### config.mk
export PLATFORM = sky130hd
export DESIGN_NAME = mdu_iter
export DESIGN_NICKNAME = d
export VERILOG_FILES = /design/src/rtl/mdu_iter.sv
export SDC_FILE = /design/constraint.sdc
export NUM_CORES = 1
export LEC_CHECK = 0
export BUFFER_PORTS_ARGS = -buffer_cell sky130_fd_sc_hd__buf_4
export CORE_MARGIN = 1.5
export CORE_UTILIZATION = 50
export DETAILED_ROUTE_END_ITERATION = 10
export GPL_TIMING_DRIVEN = 0
export PLACE_DENSITY = 0.79
export SLEW_MARGIN = 10
export SYNTH_ARGS = -nofsm -noshare
export SYNTH_HDL_FRONTEND = slang
export SYNTH_SLANG_ARGS = --single-unit
### constraint.sdc
create_clock -name clk -period 9.5 [get_ports clk]
set_input_delay 0.95 -clock clk [delete_from_list [all_inputs] [get_ports clk]]
set_output_delay 0.95 -clock clk [all_outputs]
set_load 0.1 [all_outputs]
### src/rtl/mdu_iter.sv
// Iterative MULT/MULTU/DIV/DIVU unit: one shift-add or restoring-subtract step per cycle.
// Handshake: start is accepted only while busy=0; done is a one-cycle pulse qualifying hi/lo.
module mdu_iter #(
  parameter int WIDTH = 32,
  parameter int CNT_W = 6
) (
  input  logic             clk,
  input  logic             rst,
  input  logic             start,
  input  logic [1:0]       op,
  input  logic [WIDTH-1:0] src_a,
  input  logic [WIDTH-1:0] src_b,
  input  logic             cancel,
  output logic             busy,
  output logic             done,
  output logic [WIDTH-1:0] hi,
  output logic [WIDTH-1:0] lo,
  output logic             div_by_zero,
  output logic [1:0]       dbg_state
);

  typedef enum logic [1:0] {
    S_IDLE = 2'd0,
    S_CALC = 2'd1,
    S_FIX  = 2'd2
  } state_t;

  state_t           state_q, state_d;
  logic [CNT_W-1:0] cnt_q, cnt_d;
  logic             is_div_q, is_div_d;
  logic [WIDTH-1:0] ph_q, ph_d;
  logic [WIDTH-1:0] pl_q, pl_d;
  logic [WIDTH-1:0] m_q, m_d;
  logic [WIDTH-1:0] a_raw_q, a_raw_d;
  logic             neg_res_q, neg_res_d;
  logic             neg_rem_q, neg_rem_d;
  logic [WIDTH-1:0] hi_q, hi_d;
  logic [WIDTH-1:0] lo_q, lo_d;
  logic             done_q, done_d;
  logic             dbz_q, dbz_d;

  logic             a_neg, b_neg;
  logic [WIDTH-1:0] a_mag, b_mag;
  logic [WIDTH:0]   mul_sum;
  logic [WIDTH:0]   div_shift;
  logic [WIDTH-1:0] div_diff;
  logic             div_ge;
  logic [2*WIDTH-1:0] prod, prod_fix;
  logic [WIDTH-1:0] quot_fix, rem_fix;

  // Signed ops run on magnitudes; signs are reapplied in FIX.
  assign a_neg = ~op[0] & src_a[WIDTH-1];
  assign b_neg = ~op[0] & src_b[WIDTH-1];
  assign a_mag = a_neg ? -src_a : src_a;
  assign b_mag = b_neg ? -src_b : src_b;

  // Multiply: {ph,pl} shifts right, pl starts as multiplier. Divide: ph is the
  // partial remainder, pl shifts the dividend out and the quotient in.
  assign mul_sum   = {1'b0, ph_q} + (pl_q[0] ? {1'b0, m_q} : {(WIDTH+1){1'b0}});
  assign div_shift = {ph_q, pl_q[WIDTH-1]};
  assign div_ge    = div_shift >= {1'b0, m_q};
  assign div_diff  = div_shift[WIDTH-1:0] - m_q;

  assign prod     = {ph_q, pl_q};
  assign prod_fix = neg_res_q ? -prod : prod;
  assign quot_fix = neg_res_q ? -pl_q : pl_q;
  assign rem_fix  = neg_rem_q ? -ph_q : ph_q;

  always_comb begin
    state_d   = state_q;
    cnt_d     = cnt_q;
    is_div_d  = is_div_q;
    ph_d      = ph_q;
    pl_d      = pl_q;
    m_d       = m_q;
    a_raw_d   = a_raw_q;
    neg_res_d = neg_res_q;
    neg_rem_d = neg_rem_q;
    hi_d      = hi_q;
    lo_d      = lo_q;
    done_d    = 1'b0;
    dbz_d     = dbz_q;
    case (state_q)
      S_IDLE: begin
        if (start) begin
          state_d   = S_CALC;
          cnt_d     = CNT_W'(WIDTH);
          is_div_d  = op[1];
          a_raw_d   = src_a;
          neg_res_d = a_neg ^ b_neg;
          neg_rem_d = a_neg;
          dbz_d     = 1'b0;
          ph_d      = '0;
          pl_d      = op[1] ? a_mag : b_mag;
          m_d       = op[1] ? b_mag : a_mag;
        end
      end
      S_CALC: begin
        if (cancel) begin
          state_d = S_IDLE;
        end else begin
          cnt_d = cnt_q - CNT_W'(1);
          if (is_div_q) begin
            ph_d = div_ge ? div_diff : div_shift[WIDTH-1:0];
            pl_d = {pl_q[WIDTH-2:0], div_ge};
          end else begin
            ph_d = mul_sum[WIDTH:1];
            pl_d = {mul_sum[0], pl_q[WIDTH-1:1]};
          end
          if (cnt_q == CNT_W'(1)) state_d = S_FIX;
        end
      end
      S_FIX: begin
        state_d = S_IDLE;
        if (!cancel) begin
          done_d = 1'b1;
          if (is_div_q) begin
            if (m_q == '0) begin
              lo_d  = '1;
              hi_d  = a_raw_q;
              dbz_d = 1'b1;
            end else begin
              lo_d = quot_fix;
              hi_d = rem_fix;
            end
          end else begin
            {hi_d, lo_d} = prod_fix;
          end
        end
      end
      default: state_d = S_IDLE;
    endcase
  end

  always_ff @(posedge clk or posedge rst) begin
    if (rst) begin
      state_q   <= S_IDLE;
      cnt_q     <= '0;
      is_div_q  <= 1'b0;
      ph_q      <= '0;
      pl_q      <= '0;
      m_q       <= '0;
      a_raw_q   <= '0;
      neg_res_q <= 1'b0;
      neg_rem_q <= 1'b0;
      hi_q      <= '0;
      lo_q      <= '0;
      done_q    <= 1'b0;
      dbz_q     <= 1'b0;
    end else begin
      state_q   <= state_d;
      cnt_q     <= cnt_d;
      is_div_q  <= is_div_d;
      ph_q      <= ph_d;
      pl_q      <= pl_d;
      m_q       <= m_d;
      a_raw_q   <= a_raw_d;
      neg_res_q <= neg_res_d;
      neg_rem_q <= neg_rem_d;
      hi_q      <= hi_d;
      lo_q      <= lo_d;
      done_q    <= done_d;
      dbz_q     <= dbz_d;
    end
  end

  assign busy        = (state_q != S_IDLE);
  assign done        = done_q;
  assign hi          = hi_q;
  assign lo          = lo_q;
  assign div_by_zero = dbz_q;
  assign dbg_state   = state_q;

endmodule
After elaboration in Yosys (flattened, before gate mapping)
Cells that the tools add are included.
{"block": "op_classes", "n_eq_ne": 9, "add_sub_neg": 8, "reduce_logical": 10, "magnitude_cmp": 1, "mux": 35, "n_bitwise": 5}
{"operator": "32-bit 2-to-1 mux", "count": 18}
{"operator": "32-bit negator", "count": 4}
{"operator": "32-bit case mux with 2 select lines", "count": 2}
{"operator": "64-bit 2-to-1 mux", "count": 1}
{"operator": "64-bit negator", "count": 1}
{"operator": "32-bit by 32-bit adder with 33-bit output", "count": 1}
{"operator": "33-bit by 32-bit >= comparator with 1-bit output", "count": 1}
{"operator": "32-bit logical NOT", "count": 1}
{"operator": "32-bit subtractor", "count": 1}
{"operator": "6-bit 2-to-1 mux", "count": 2}
{"operator": "6-bit case mux with 2 select lines", "count": 1}
{"operator": "2-bit != test, second input constant", "count": 5}
{"operator": "6-bit by 1-bit equality test with 1-bit output, second input constant", "count": 1}
{"operator": "1-bit 2-to-1 mux", "count": 6}
{"operator": "2-bit 2-to-1 mux", "count": 3}
{"operator": "2-bit AND reduction", "count": 3}
{"operator": "2-bit nonzero test", "count": 3}
{"operator": "6-bit by 1-bit subtractor with 6-bit output, second input constant", "count": 1}
{"operator": "5-bit AND reduction", "count": 1}
{"operator": "2-bit case mux with 2 select lines", "count": 1}
{"operator": "3-bit != test, second input constant", "count": 1}
{"operator": "3-bit AND reduction", "count": 1}
{"operator": "1-bit AND", "count": 2}
{"operator": "2-bit by 1-bit equality test with 1-bit output, second input constant", "count": 1}
{"operator": "other kinds (5)", "count": 6}
{"block": "word_totals", "inputBits": 70, "wordCells": 81, "out_inout_bits": 69, "ff_bits": 205}

Longest topological paths before layout
Gate-level depths: netlist of run 1.
{"block": "logic_depth", "word_depth": 6, "depth_mapped": 14, "mapped_depth_nobuf": 13}

Least setup slack after synthesis of run 1
Ideal clock, no wire load.
{"block": "synth_path", "path_type": "register to register", "startpoint": "reg pl_q[0]", "endpoint": "reg ph_q[27]", "period_less_slack_ns": 3.436, "n_path_buf": 1, "setup_slack_ns": 6.064, "required_ns": 9.390, "setup_ns": 0.110, "t_arrival_ns": 3.326, "stages_incl_launch_ff": 14, "cell_sequence": "dfrtp_1 -> clkinv_1 -> clkbuf_1 -> nor2_1 -> ha_1 -> a211oi_1 -> o21ai_0 -> or3b_2 -> a211oi_1 -> a21oi_1 -> o21ai_0 -> o21ai_0 -> mux2_2 -> o41ai_1"}
{"block": "synth_between", "elab_chain_len": 5}
{"element": "start: declaration", "line": "32", "rtl": "logic [WIDTH-1:0] pl_q, pl_d;"}
{"element": "start signal: assignment", "line": "155", "rtl": "pl_q <= pl_d;"}
{"element": "32-bit 2-to-1 mux", "line": "59", "rtl": "assign mul_sum = {1'b0, ph_q} + (pl_q[0] ? {1'b0, m_q} : {(WIDTH+1){1'b0}});"}
{"element": "32-bit by 32-bit adder with 33-bit output", "line": "59"}
{"element": "32-bit 2-to-1 mux", "line": "103", "rtl": "if (is_div_q) begin"}
{"element": "32-bit 2-to-1 mux", "line": "99", "rtl": "if (cancel) begin"}
{"element": "32-bit case mux with 2 select lines", "line": "83", "rtl": "case (state_q)"}
{"element": "end signal: assignment", "line": "154", "rtl": "ph_q <= ph_d;"}
{"element": "end: declaration", "line": "31", "rtl": "logic [WIDTH-1:0] ph_q, ph_d;"}
Every way passes these cells. The select of a mux whose other input is x is not followed.
A chain may end at the register's enable or synchronous reset.

Worst setup path in the final report of run 1
Same ends and word-level chain as after synthesis.

==> flow_metrics.py, run 1 <==
metrics = {
    "outcome": {
        "status": "finished, final reports clean",
    },
    "final_layout": {
        "nNetsFinal": 2457,
        "layout.cells.most_common_list": "269 x nand2_1, 235 x nor2_1, 217 x a21oi_1",
        "final_common_cell": "nand2_1",
        "syn_to_final_growth_pct": 14.6,
        "final_layout_size_suffix_gt1_frac": 0.104,
        "n_antenna_cell": 0,
    },
    "sta": {
        "clock.fmax_ghz": 0.207,
        "period_share": 0.507,
        "fin_skew_ps": 14.3,
        "tightest_slew_ps": 1140,
        "maxSlewViolCount": 0,
        "finalHoldViolCount": 0,
        "setup_viol": 0,
        "fin_setup_tns_ps": 0,
        "max-slew-margin-rel": 0.223,
        "rsz0062_at_grt": "no",
        "finalCriticalPeriod_ps": 4820,
    },
    "place": {
        "dp_hpwl_um": 53200,
        "gp_congestion": 1.06,
        "portBuffers": 137,
    },
    "power": {
        "leakagePower_nw": 8.55,
        "intPower_w": 0.00318,
        "peakVddDrop_mv": 0.189,
        "switchingPower_w": 0.00372,
        "p_sw_frac": 0.539,
        "power_density_nw_per_um2": 359,
        "p_comb_frac": 0.636,
        "p_seq_frac": 0.225,
        "report.power.total_w": 0.00690,
        "power.share.clock": 0.139,
    },
    "clock_tree": {
        "clk_path_buf_depth": 3,
        "cts_tree": "done",
        "htree_num_levels": 1,
        "cts_resized": 0,
        "cts.clk_slew.worst_paths_ps": 60,
        "cts-buffers-inserted": 25,
        "cts_sinks": 205,
        "hold_buffers": 0,
        "post_cts_buffers": 0,
        "root_buffer": "clkbuf_16",
        "worstSkewPairLatency_ps": 540,
    },
    "worst_setup_path": {
        "cpMaxStageDelayCell": "or3b_2",
        "cp.required_ps": 9920,
        "critPathMostFrequentCell": "o21ai_0",
        "worstPathMaxFanout": 10,
        "endpoint_kind": "register",
        "critPathMaxStageDelay_ps": 570,
        "cp.arrival_ps": 5230,
        "crit_type": "reg2reg",
        "critPathBufInv": 2,
        "cpLargestDelayFamily": "compound AO/OA/AOI/OAI gates",
        "path_cells": "clkinv_1 > clkbuf_1 > nor2_1 > ha_1 > a211oi_1 > o21ai_0 > or3b_2 > a211oi_1 > a21oi_1 > o21ai_0 > o21ai_0 > mux2_2 > o41ai_1",
        "critPathLaunchType": "register",
    },
    "logic_synthesis": {
        "synthCells": 2149,
        "synth_nets": 2291,
        "yosysWarnings": 0,
        "synth.avg_cell_area_um2": 7.79,
        "syn_area_um2": 16700,
        "synthTopCellsByArea": "dfrtp_1 31%, a21oi_1 6.5%, nand2_1 6.0%",
        "async_flop_share": 1.00,
        "synth_seq_area_share": 0.306,
        "synth_edf_count": 0,
        "ys_ff_latch": 205,
        "synth_top_area_frac": 0.306,
        "synth_cell_types": 83,
        "synth_top_flop_cell": "dfrtp_1",
        "netlist.top_cell.by_area": "dfrtp_1",
    },
    "routing": {
        "dr.first_iter.drc_count": 2534,
        "final_antenna_net_count": 0,
        "wl_per_cell_um": 24.5,
        "route.detailed.drc": 0,
        "avgViaCountPerCell": 6.46,
        "vias": 17900,
        "totalWireLength_um": 67900,
        "drt-pass1-iter-count": 6,
    },
    "die": {
        "fp.dieArea_um2": 34600,
        "initial_core_util": 0.511,
        "fp.dieW_um": 186,
        "coreArea_um2": 32800,
        "die_y_um": 186,
        "row_count": 66,
        "ios": 139,
    },
    "global_route": {
        "grt_pass1_vias": 16400,
        "overflow": 0,
        "grt_pass1_wl_um": 99900,
        "grt_max_degree": 87,
        "antenna_found_initial": 0,
        "gr-usage-all-layers": 0.388,
    },
    "run": {
        "maxCapViolations": 0,
    },
    "hold_path": {
        "hp-class": "in2async",
    },
}
[metal layers]
metal  track usage  up-vias  routed length (um)
li1              -     7941                   -
met1         0.542     8524               27800
met2         0.562     1223               28000
met3        0.0896      231                8320
met4         0.184        0                3790
met5             0        -                   0
[logic make-up (layout without fill, tap and decap cells)]
family / after synthesis / after routing / synth area share
fa+ha+maj: 72 / 72 / 0.0547
flops: 205 / 205 / 0.306
xor+xnor: 192 / 192 / 0.100
compound gates: 669 / 669 / 0.245
buf+inv: 218 / 402 / 0.0507
mux: 77 / 77 / 0.0466
simple gates: 716 / 716 / 0.197
[sequential cells by signal (all words and copies together), names as in the netlist, 2 cells and up]
signal / cells
hi: 32
lo: 32
dbg_state: 2
m_q: 32
a_raw_q: 32
cnt_q: 6
pl_q: 32
ph_q: 32
[cell type report]
cell class              instances  area (um2)
clock buffers                  35         713
flip-flops and latches        205        5130
multi-input cells            1726       10800
fillers                      3044       13600
inverters                      70         270
well taps                     442         553
plain buffers                 148         586
repair buffers                139        1080
clock inverters                10        90.1
[per-stage QoR]
step	util	hold slack, ps	setup slack [ps]	cell area, um2	instances
after floorplan	-	440	2950	16700	2149
after global placement	0.559	463	657	18300	2728
after detailed placement	0.561	467	4910	18400	2730
after CTS	0.585	390	4880	19200	2775
after global routing	0.585	423	4580	19200	2775
final	0.585	390	4680	19200	2775
[cells in the mapped netlist, drive strengths merged (13+ instances only)]
| cell | count |
|---|---|
| a211oi | 28 |
| a31oi | 20 |
| nand2b | 22 |
| o31ai | 31 |
| nand2 | 269 |
| buf | 30 |
| nor2b | 16 |
| a21oi | 218 |
| nand4 | 15 |
| a21o | 32 |
| nor3 | 28 |
| xnor2 | 101 |
| dfrtp | 205 |
| nor4 | 26 |
| and3 | 13 |
| o21ai | 206 |
| inv | 67 |
| or4 | 14 |
| o41ai | 17 |
| nor2 | 235 |
| o211ai | 17 |
| ha | 70 |
| xor2 | 91 |
| clkbuf | 118 |
| nand3 | 20 |
| mux2i | 69 |
[power by group through the flow]
stage	clock network [W]	registers [W]	logic, W
global route	0.000990	0.00157	0.00469
global placement	0	0.00153	0.00420
floorplan	0	0.00203	0.00257
finish	0.000960	0.00155	0.00439
detailed placement	0	0.00154	0.00425
CTS	0.000959	0.00153	0.00427
[final timing paths]
kind,end,depth (start not counted),start,slack (ps)
worst min-delay path,lo[5],2,rst,390
worst max register to register,ph_q[27],13,pl_q[0],4680
max in group asynchronous,ph_q[25],4,rst,7930
worst max-delay path,ph_q[27],13,pl_q[0],4680
worst min register to register,a_raw_q[0],2,a_raw_q[0],480
min in group clk,a_raw_q[0],2,a_raw_q[0],480
No activity file was read; power rests on OpenSTA's default activity.
==> run 2, diff against run 1 <==
==> constraint.sdc (replaced) <==
create_clock -name clk -period 4.49 [get_ports clk]
set_input_delay 0.449 -clock clk [delete_from_list [all_inputs] [get_ports clk]]
set_output_delay 0.449 -clock clk [all_outputs]
set_load 0.1 [all_outputs]
==> run 2 against run 1 <==
Compared with the run above:
- routed wire length rose by 1.9%
- first-iteration DRC count fell by 11%
- critical endpoint is now ph_q[30]
- largest cell class unchanged
- count of clock-buffer cells in the layout did not move
- global-route usage rose by 0.75 points
==> flow_metrics.py, run 2 (synthesized netlist as in run 1, its figures left out) <==
metrics = {
    "outcome": {
        "status": "finished, final reports clean",
    },
    "global_route": {
        "grt_max_degree": 38,
        "antenna_found_initial": 1,
        "grt_pass1_vias": 16800,
        "gr-usage-all-layers": 0.395,
        "overflow": 0,
        "grt_pass1_wl_um": 102000,
    },
    "power": {
        "leakagePower_nw": 8.63,
        "peakVddDrop_mv": 0.511,
        "power_density_nw_per_um2": 765,
    },
    "final_layout": {
        "nNetsFinal": 2465,
        "syn_to_final_growth_pct": 15.7,
        "final_layout_size_suffix_gt1_frac": 0.111,
        "layout.cells.most_common_list": "269 x nand2_1, 235 x nor2_1, 217 x a21oi_1",
        "utilization": 0.591,
        "n_antenna_cell": 0,
        "final_cells": 2785,
        "final_common_cell": "nand2_1",
    },
    "worst_setup_path": {
        "worstPathMaxFanout": 10,
        "r2r-start": "pl_q[0]",
        "cpMaxStageDelayCell": "a2111oi_0",
        "endpoint_kind": "register",
        "critPathMaxStageDelay_ps": 1140,
        "r2r_cells": 14,
        "cp.arrival_ps": 4860,
        "cp.required_ps": 4960,
        "path_cells": "clkinvlp_4 > buf_4 > clkbuf_1 > nor2_1 > ha_1 > o21ai_0 > nand2b_1 > and4_1 > a21oi_1 > a2111oi_0 > o21a_1 > xor2_1 > a221oi_1 > nor3_1",
        "r2r-end": "ph_q[30]",
        "crit_type": "reg2reg",
        "reg2reg_slack_ps": 110,
        "critPathLaunchType": "register",
    },
    "routing": {
        "vias": 18100,
        "drt-pass1-iter-count": 8,
        "dr.first_iter.drc_count": 2267,
        "totalWireLength_um": 69200,
        "wl_per_cell_um": 24.8,
        "avgViaCountPerCell": 6.51,
        "route.detailed.drc": 0,
        "final_antenna_net_count": 0,
    },
    "die": {
        "fp.dieArea_um2": 34600,
        "row_count": 66,
        "ios": 139,
        "fp.dieW_um": 186,
        "initial_core_util": 0.511,
        "die_y_um": 186,
        "coreArea_um2": 32800,
    },
    "run": {
        "maxCapViolations": 0,
    },
    "clock_tree": {
        "cts-buffers-inserted": 26,
        "worstSkewPairLatency_ps": 570,
        "cts_tree": "done",
        "cts_sinks": 205,
        "cts.clk_slew.worst_paths_ps": 70,
        "root_buffer": "clkbuf_16",
        "htree_num_levels": 1,
        "clk_path_buf_depth": 3,
    },
    "place": {
        "dpl.cell_count": 2734,
        "dp_hpwl_um": 54200,
        "portBuffers": 137,
        "gp_congestion": 1.04,
        "pre_cts_ws_ps": -39.7,
    },
    "sta": {
        "finalHoldViolCount": 0,
        "hold_ws_ps": 104,
        "tightest_slew_ps": 1340,
        "period_share": 0.976,
        "setup_viol": 0,
        "fin_skew_ps": 21.2,
        "clock.fmax_ghz": 0.228,
        "maxSlewViolCount": 0,
        "max-slew-margin-rel": 0.0855,
        "rsz0062_at_grt": "no",
        "setup_ws_ps": 109,
        "finalCriticalPeriod_ps": 4380,
    },
    "hold_path": {
        "hp-start": "src_a[5]",
        "hp-class": "in2reg",
        "hold_end": "a_raw_q[5]",
        "hold_depth": 3,
    },
}
## run 2: cell count changes in the layout (fill, tap and decap cells not counted), moves of 2 or more
cell,previous run,this run
buf_12,0,6
buf_16,2,0
buf_4,138,141
clkbuf_1,123,120
clkbuf_2,0,2
clkinvlp_4,2,5
inv_8,2,0
## run 2: layout make-up
type,count,area [um2]
clock buffers,35,734
plain buffers,147,584
fillers,3022,13400
well taps,442,553
inverters,70,270
clock inverters,13,138
repair buffers,147,1180
multi-input cells,1726,10800
flip-flops and latches,205,5130
## run 2: worst max-delay path by stage
| stage | slack, ps | endpoint | depth (start not counted) | start |
|---|---|---|---|---|
| 6_report | 110 | ph_q[30] | 14 | pl_q[0] |
| 5_1_grt | 40 | ph_q[27] | 13 | pl_q[0] |
| 4_1_cts | 60 | ph_q[23] | 12 | ph_q[23] |
| 3_5_place_dp | -40 | ph_q[27] | 13 | pl_q[0] |
| 3_3_place_gp | -60 | ph_q[27] | 13 | pl_q[0] |
| 2_1_floorplan | 1050 | ph_q[27] | 13 | pl_q[0] |
## run 2: stage by stage
step | instance area (um2) | total power (W) | setup TNS [ps]
final | 19400 | 0.0148 | 0
after global routing | 19400 | 0.0156 | 0
after CTS | 19300 | 0.0145 | 0
after detailed placement | 18400 | 0.0123 | -39.7
after global placement | 18300 | 0.0121 | -64.3
after floorplan | 16700 | 0.00974 | 0
## run 2: routing by layer
metal  global-route usage  wire [um]  vias to the layer above
li1                     -          -                     7965
met1                0.548      28300                     8700
met2                0.576      28900                     1241
met3               0.0888       8320                      226
met4                0.196       3610                        2
met5                    0         12                        -
## run 2: power breakdown
part / internal [W] / switching, W / leakage [nW] / total [W]
logic: 0.00310 / 0.00627 / 5.58 / 0.00936
clock network: 0.00126 / 0.000917 / 0.424 / 0.00218
registers: 0.00250 / 0.000785 / 2.62 / 0.00329
total: 0.00686 / 0.00797 / 8.63 / 0.0148
## run 2: worst max-delay path: cells and delay by family, from the launching register on
kind	cells	cell delay, ps
compound gates	5	1780
xor+xnor	1	170
fa+ha+maj	1	430
buf+inv	3	700
flops	1	510
simple gates	4	700
## run 2: repair_timing
item                                    in CTS  in global routing
gates resized for setup                      1                  6
buffers inserted                             0                  3
hold endpoints to repair                    26                  0
cloned                                       0                  0
endpoints found under the setup margin       1                 19
hold buffers                                 1                  0
